`src/rtl/rr_vn_lock_arb_if.sv`:
```
// Request/grant bundle between requesters and the packet-locking arbiter.
// master drives requests and ack; slave is the arbiter side.
interface rr_vn_lock_arb_if #(
    parameter int N = 3,
    parameter int W = (N > 1) ? $clog2(N) : 1
) ();
    logic [N-1:0] req;
    logic [N-1:0] tail;
    logic         ack;
    logic [N-1:0] grant;
    logic         grant_valid;
    logic [W-1:0] grant_id;

    modport master (
        output req, tail, ack,
        input  grant, grant_valid, grant_id
    );

    modport slave (
        input  req, tail, ack,
        output grant, grant_valid, grant_id
    );
endinterface

```
`src/rtl/rr_vn_lock_arb.sv`:
```
// Round-robin arbiter over NUM_VN*NUM_VC requesters that holds its grant
// for a whole packet, releasing on an acked tail flit or a dropped request.
module rr_vn_lock_arb #(
    parameter int NUM_VC = 1,
    parameter int NUM_VN = 3
) (
    input  logic              clk,
    input  logic              rst_n,
    rr_vn_lock_arb_if.slave   bus
);
    localparam int N = NUM_VC * NUM_VN;
    localparam int W = (N > 1) ? $clog2(N) : 1;
    localparam logic [W:0]   NW   = (W + 1)'(N);
    localparam logic [W-1:0] LAST = W'(N - 1);

    typedef enum logic {IDLE, LOCKED} state_t;

    state_t       state_q, state_d;
    logic [W-1:0] ptr_q, ptr_d;
    logic [W-1:0] gid_q, gid_d;
    logic [N-1:0] grant_q, grant_d;

    logic [W:0]   idx;
    logic [W-1:0] win;
    logic         hit;
    logic         cur_req;
    logic         cur_tail;
    logic         release_now;
    logic [W-1:0] nxt_ptr;

    // Scan ptr, ptr+1, ... with wrap; the first pending request wins.
    always_comb begin
        idx = '0;
        win = '0;
        hit = 1'b0;
        for (int k = 0; k < N; k++) begin
            idx = {1'b0, ptr_q} + (W + 1)'(k);
            if (idx >= NW) idx = idx - NW;
            if (!hit && bus.req[idx[W-1:0]]) begin
                hit = 1'b1;
                win = idx[W-1:0];
            end
        end
    end

    assign cur_req  = bus.req[gid_q];
    assign cur_tail = bus.tail[gid_q];
    // A vanished request releases the lock whether or not it was acked.
    assign release_now = !cur_req || (bus.ack && cur_tail);
    assign nxt_ptr = (gid_q == LAST) ? '0 : gid_q + W'(1);

    always_comb begin
        state_d = state_q;
        ptr_d   = ptr_q;
        gid_d   = gid_q;
        grant_d = grant_q;
        unique case (state_q)
            IDLE: begin
                if (hit) begin
                    state_d      = LOCKED;
                    gid_d        = win;
                    grant_d      = '0;
                    grant_d[win] = 1'b1;
                end
            end
            LOCKED: begin
                if (release_now) begin
                    state_d = IDLE;
                    ptr_d   = nxt_ptr;
                    gid_d   = '0;
                    grant_d = '0;
                end
            end
            default: begin
                state_d = IDLE;
                gid_d   = '0;
                grant_d = '0;
            end
        endcase
    end

    always_ff @(posedge clk or negedge rst_n) begin
        if (!rst_n) begin
            state_q <= IDLE;
            ptr_q   <= '0;
            gid_q   <= '0;
            grant_q <= '0;
        end else begin
            state_q <= state_d;
            ptr_q   <= ptr_d;
            gid_q   <= gid_d;
            grant_q <= grant_d;
        end
    end

    assign bus.grant       = grant_q;
    assign bus.grant_valid = (state_q == LOCKED);
    assign bus.grant_id    = gid_q;
endmodule

```
`src/flat_wrapper.sv`:
```
// flat-port wrapper written by rule: the top's interface ports become plain ports
module rr_vn_lock_arb_flat 
#(
    parameter int NUM_VC = 1,
    parameter int NUM_VN = 3
)
  (clk, rst_n, bus_req, bus_tail, bus_ack, bus_grant, bus_grant_valid, bus_grant_id);
  rr_vn_lock_arb_if #(.N(3)) bus_i ();
  input  logic clk;
  input  logic rst_n;
  input wire logic [$bits(bus_i.req)-1:0] bus_req;
  input wire logic [$bits(bus_i.tail)-1:0] bus_tail;
  input wire logic [$bits(bus_i.ack)-1:0] bus_ack;
  output wire logic [$bits(bus_i.grant)-1:0] bus_grant;
  output wire logic [$bits(bus_i.grant_valid)-1:0] bus_grant_valid;
  output wire logic [$bits(bus_i.grant_id)-1:0] bus_grant_id;
  assign bus_i.req = bus_req;
  assign bus_i.tail = bus_tail;
  assign bus_i.ack = bus_ack;
  assign bus_grant = bus_i.grant;
  assign bus_grant_valid = bus_i.grant_valid;
  assign bus_grant_id = bus_i.grant_id;
  rr_vn_lock_arb #(.NUM_VC(NUM_VC), .NUM_VN(NUM_VN)) u_core (.clk(clk), .rst_n(rst_n), .bus(bus_i));
endmodule
```
`config.mk`:
```
export PLATFORM = sky130hd
export DESIGN_NAME = rr_vn_lock_arb_flat
export DESIGN_NICKNAME = d
export VERILOG_FILES = /design/src/rtl/rr_vn_lock_arb_if.sv /design/src/rtl/rr_vn_lock_arb.sv /design/src/flat_wrapper.sv
export SDC_FILE = /design/constraint.sdc
export NUM_CORES = 1
export LEC_CHECK = 0
export ABC_AREA = 1
export CAP_MARGIN = 15
export CORE_UTILIZATION = 52
export DETAILED_ROUTE_END_ITERATION = 10
export HOLD_SLACK_MARGIN = 0.03
export PLACE_DENSITY = 0.92
export SKIP_LAST_GASP = 1
export SLEW_MARGIN = 25
export SYNTH_ARGS = -nofsm -noshare
export SYNTH_HDL_FRONTEND = slang
export SYNTH_SLANG_ARGS = --single-unit
```
`constraint.sdc`:
```
create_clock -name clk -period 3.9 [get_ports clk]
set_input_delay 0.39 -clock clk [delete_from_list [all_inputs] [get_ports clk]]
set_output_delay 0.39 -clock clk [all_outputs]
set_load 0.01 [all_outputs]
```
Word-level counts from Yosys, hierarchy flattened
Cells that the tools add are included.

Add/subtract/negate cells: 6. Reduce and logical (&&, ||, !) cells: 10. Equality and inequality tests: 3. $lt $le $gt $ge: 9. Bitwise gates (word level): 1. Multiplexer cells: 31.

Operator list (count): 2-bit two-way mux (9); 2-bit by 3-bit < comparator with 1-bit output, second input constant (5); 1-bit two-way mux (11); 1-bit binary-select mux with 2-bit select (5); 3-bit by 2-bit greater-or-equal comparator with 1-bit output, second input constant (2); 3-bit two-way mux (2); 3-bit one-hot mux with 2 select lines (1); 2-bit subtractor, second input constant (3); 1-bit logical AND (4); 2-bit one-hot mux with 2 select lines (1); 2-bit AND reduction (2); 2-bit by 1-bit adder with 3-bit output, second input constant (1); 2-bit by 2-bit adder with 3-bit output, second input constant (1); 1-bit logical NOT (3); 2-bit by 1-bit adder with 2-bit output, second input constant (1); 1-bit demux with 2-bit select (1); 2-bit == test, second input constant (1); 2-bit by 1-bit greater-or-equal comparator with 1-bit output, second input constant (1); 2-bit greater-or-equal comparator, second input constant (1); 2-bit by 1-bit != test with 1-bit output, second input constant (1); 2-bit != test, second input constant (1); 1-bit one-hot mux with 2 select lines (1); 1-bit logical OR (1); 1-bit inverter (1).

Bits of input ports: 9. Output and inout port bits: 6. Register bits: 8. Logic and storage cells: 64.

Longest topological paths before layout
Word-level depth: 17. Mapped depth: 12. Gate-level depth less buffers: 12.

Worst setup path before layout
OpenSTA, ideal clock, no wires.

Path type: reg2reg. From: register u_core.ptr_q[0]. To: register u_core.gid_q[0] (netlist: u_core.bus.grant_id[0]). Path slack: 2.330 ns. Data required time: 3.826 ns. Stages on the path, launching flop included: 10. Buffers on the path: 0. Setup time: 0.074 ns. Data arrival time: 1.496 ns. Period minus slack after synthesis: 1.570 ns. Cell sequence: dfrtp_1 -> inv_1 -> ha_1 -> o21ai_2 -> nand2_4 -> nand3_2 -> nand2_4 -> nor2_1 -> nand2_1 -> o21ai_2.

Word-level cells in the longest chain between the ends: 13. Elaborated cells on any way between the ends: 31. Classes of those cells: add/sub: 5; order compare: 3; eq/ne: 1; mux: 17; reduce/logical: 5.

Ends and longest elaborated chain: from (decl) (RTL line rr_vn_lock_arb.sv:19) `logic [W-1:0] ptr_q, ptr_d;`; from (signal assigned) (RTL line rr_vn_lock_arb.sv:90) `ptr_q <= ptr_d;`; branches (longest 13 deep; another with 2-bit by 1-bit adder with 3-bit output); to (signal assigned) (RTL line rr_vn_lock_arb.sv:91) `gid_q <= gid_d;`; to (decl) (RTL line rr_vn_lock_arb.sv:20) `logic [W-1:0] gid_q, gid_d;`.

Several ways; the timed one is not identified. The select of a mux whose other input is x is not followed. A chain may end at the register's enable or synchronous reset.

Worst setup path in the final report
From: register u_core.ptr_q[0]. To: register u_core.grant_q[1] (netlist: u_core.bus.grant[1]).

Word-level cells in the longest chain between the ends: 17. Elaborated cells on any way between the ends: 36. Classes of those cells: add/sub: 5; order compare: 5; eq/ne: 1; mux: 19; reduce/logical: 6.

Ends and longest elaborated chain: branches (longest 17 deep; another with 2-bit by 1-bit adder with 3-bit output); to (signal assigned) (RTL line rr_vn_lock_arb.sv:92) `grant_q <= grant_d;`; to (decl) (RTL line rr_vn_lock_arb.sv:21) `logic [N-1:0] grant_q, grant_d;`.

Several ways; the timed one is not identified. The select of a mux whose other input is x is not followed.

==> results.txt <==
Setup bufs post-CTS: 0
Routability cong.: 0.7786
Status: finished, final reports clean
I/O Pins: 15
Worst setup EP type: register
Post-synthesis cell type count: 18
Cts repair resizes: 0
Initial DRT Pass Iterations: 4
Starting Density: 58.55%
Vias: 672
Row count: 12
Initial DRC Count: 14
Max Slew Vio Count: 0
DR WL/cell: 12.68 um
Hold Path Class: input pin to async pin
Final Cell Area: 857.1 um2
Most common cell after layout, fill and taps aside: nand2_1
Chip Height: 38.08 um
Worst path arrival time: 1.96 ns
CTS Hold Buffers Added: 0
RSZ-0062 raised after global routing: false
Final worst path period share: 45.53%
Leak: 0.4259 nW
Die X: 38.08 um
Sequential area share after synthesis: 29.57%
Tmin final: 1.776 ns
Sinks on Clock Net: 8
Peak supply drop: 0.4792 mV
WP data required: 4.08 ns
Most frequent cells in the layout: nand2_1, nand3_1, clkdlybuf4s50_1
GRT overflow: 0
Vias in the first global route: 595
Filler cells: 96
Total Routing Usage GR: 25.89%
Post-synthesis compound-gate area fraction: 10.35%
H-tree level count: 1
Fin. Hold Viols: 0
Post-Synth XOR/XNOR Area: 0%
Final nets: 126
First-pass GRT wire length: 2.539 mm
Routed Antenna Nets: 0
Initial antenna violation count: 0
Area grow syn2layout: 26.62%
Clk_lat worst skew: 0.25 ns
Slew margin rel.: 76.58%
Mean Syn Cell Area: 7.201 um2
Pwr/cell area: 903.2 nW/um2
Simple-gate share of the synthesized area: 44.92%
Adder and majority gate portion of the synthesized area: 7.394%
DPL Wire Length: 1.264 mm
IO Port Bufs: 14
Final setup fails: 0
Placed standard-cell area: 834.6 um2
Clock-pin transition on the worst setup and hold timing paths: 0.05 ns
Drc violations: 0
Largest net degree at the start of global routing: 9
CP max FO: 7
Largest family of logic cells by synthesized area: simple AND/OR/NAND/NOR gates
Critical path type: register to register
Share of layout cells above drive strength 1: 18.02%
Diodes inserted: 0
Worst clock skew: 0.001457 ns
Startpoint types: register
Die ar.: 1450 um2
Mapped Area: 676.9 um2
Yosys warning count: 0
Net Count, Synth: 107
Clk buf depth: 2
Slew @ Worst Pin: 0.3502 ns
Synth Instances: 94
CTS tree: built
Synth Register Bits: 8
Root buf cell: clkbuf_4
Final WL: 1.585 mm
Num CTS Buffers: 3
Setup TNS: 0 ns
Core Box Area: 1156 um2
Mux share of post-synthesis cell area: 0%
Vias per cell: 5.376
Max frequency: 0.5632 GHz
Max Cap Viol: 0
cells in the mapped netlist:
library cell	n	area share [%]
a21oi_1	1	0.74
dfrtp_1	8	30
ha_1	4	7.4
inv_1	11	6.1
inv_2	3	1.7
nand2_1	23	13
nand2_2	2	1.8
nand2_4	4	6.7
nand3_1	14	10
nand3_2	2	3.0
nand3_4	1	2.6
nand4_1	1	0.92
nor2_1	8	4.4
nor2_4	1	1.7
nor3_1	1	0.74
o21ai_0	2	1.5
o21ai_1	4	3.0
o21ai_2	4	5.2
sequential cells by signal, summed over array words and instances, names as in the netlist:
signal	flops
u_core.bus.grant	3
u_core.bus.grant_id	2
u_core.bus.grant_valid	1
u_core.ptr_q	2
metrics by stage:
step | utilization, % | cells | hold slack [ns] | setup slack (ns) | power, mW
finish | 74.13 | 125 | 0.4147 | 2.125 | 0.7741
global route | 74.13 | 125 | 0.4317 | 1.959 | 0.8432
CTS | 74.13 | 125 | 0.4181 | 2.122 | 0.7767
detailed placement | 72.19 | 122 | 0.5082 | 2.094 | 0.7079
global placement | 72.19 | 122 | 0.4992 | 2.131 | 0.6911
floorplan | - | 94 | 0.09441 | 2.330 | 0.5690
report_power, final:
part	internal, mW	leakage (nW)	switching (mW)	total [mW]
logic	0.209	0.311	0.357	0.566
registers	0.120	0.101	0.0289	0.149
clock network	0.0350	0.0138	0.0248	0.0598
cell families (layout without fill, tap and decap cells):
| kind of cell | after synthesis | count (layout) |
|---|---|---|
| DFF | 8 | 8 |
| adders and majority gates | 4 | 4 |
| buffers and inverters | 14 | 31 |
| and+or+nand+nor | 57 | 57 |
| AOI/OAI and AO/OA | 11 | 11 |
routing by layer:
layer / up-vias / wire (um) / track usage (%)
met5: - / 0 / 0
li1: 338 / - / -
met1: 315 / 755 / 32.84
met3: 4 / 53 / 3.488
met4: 0 / 23 / 13.39
met2: 15 / 752 / 42.37
final cells by class:
class / count / area, um2 / share of cell area, %
flip-flops and latches: 8 / 200.2 / 23.36
clock buffers: 3 / 22.52 / 2.628
inverters: 14 / 52.55 / 6.131
multi-input cells: 72 / 424.2 / 49.49
well taps: 14 / 17.52 / 2.044
repair buffers: 14 / 140.1 / 16.35
critical path, stage by stage (launching register included):
cell     delay, ns
dfrtp_1       0.37
inv_1         0.09
ha_1          0.40
inv_2         0.15
nand2_2       0.06
nand3_2       0.10
nand2_4       0.07
nand3_2       0.09
nand2_4       0.08
nor2_1        0.14
nand3_1       0.09
nand2_1       0.08
path summary, 6_finish.rpt:
check,from,to,slack [ns],cells after the start
setup / recovery,u_core.ptr_q[0],u_core.bus.grant[1],2.12,11
hold reg to reg,u_core.bus.grant[2],u_core.bus.grant[2],0.53,2
hold / removal,rst_n,u_core.bus.grant_id[1],0.41,1
max in group asynchronous,rst_n,u_core.ptr_q[0],3.23,1
setup reg to reg,u_core.ptr_q[0],u_core.bus.grant[1],2.12,11
min in group clk,u_core.bus.grant[2],u_core.bus.grant[2],0.53,2
(Power assumes the default switching activity.)
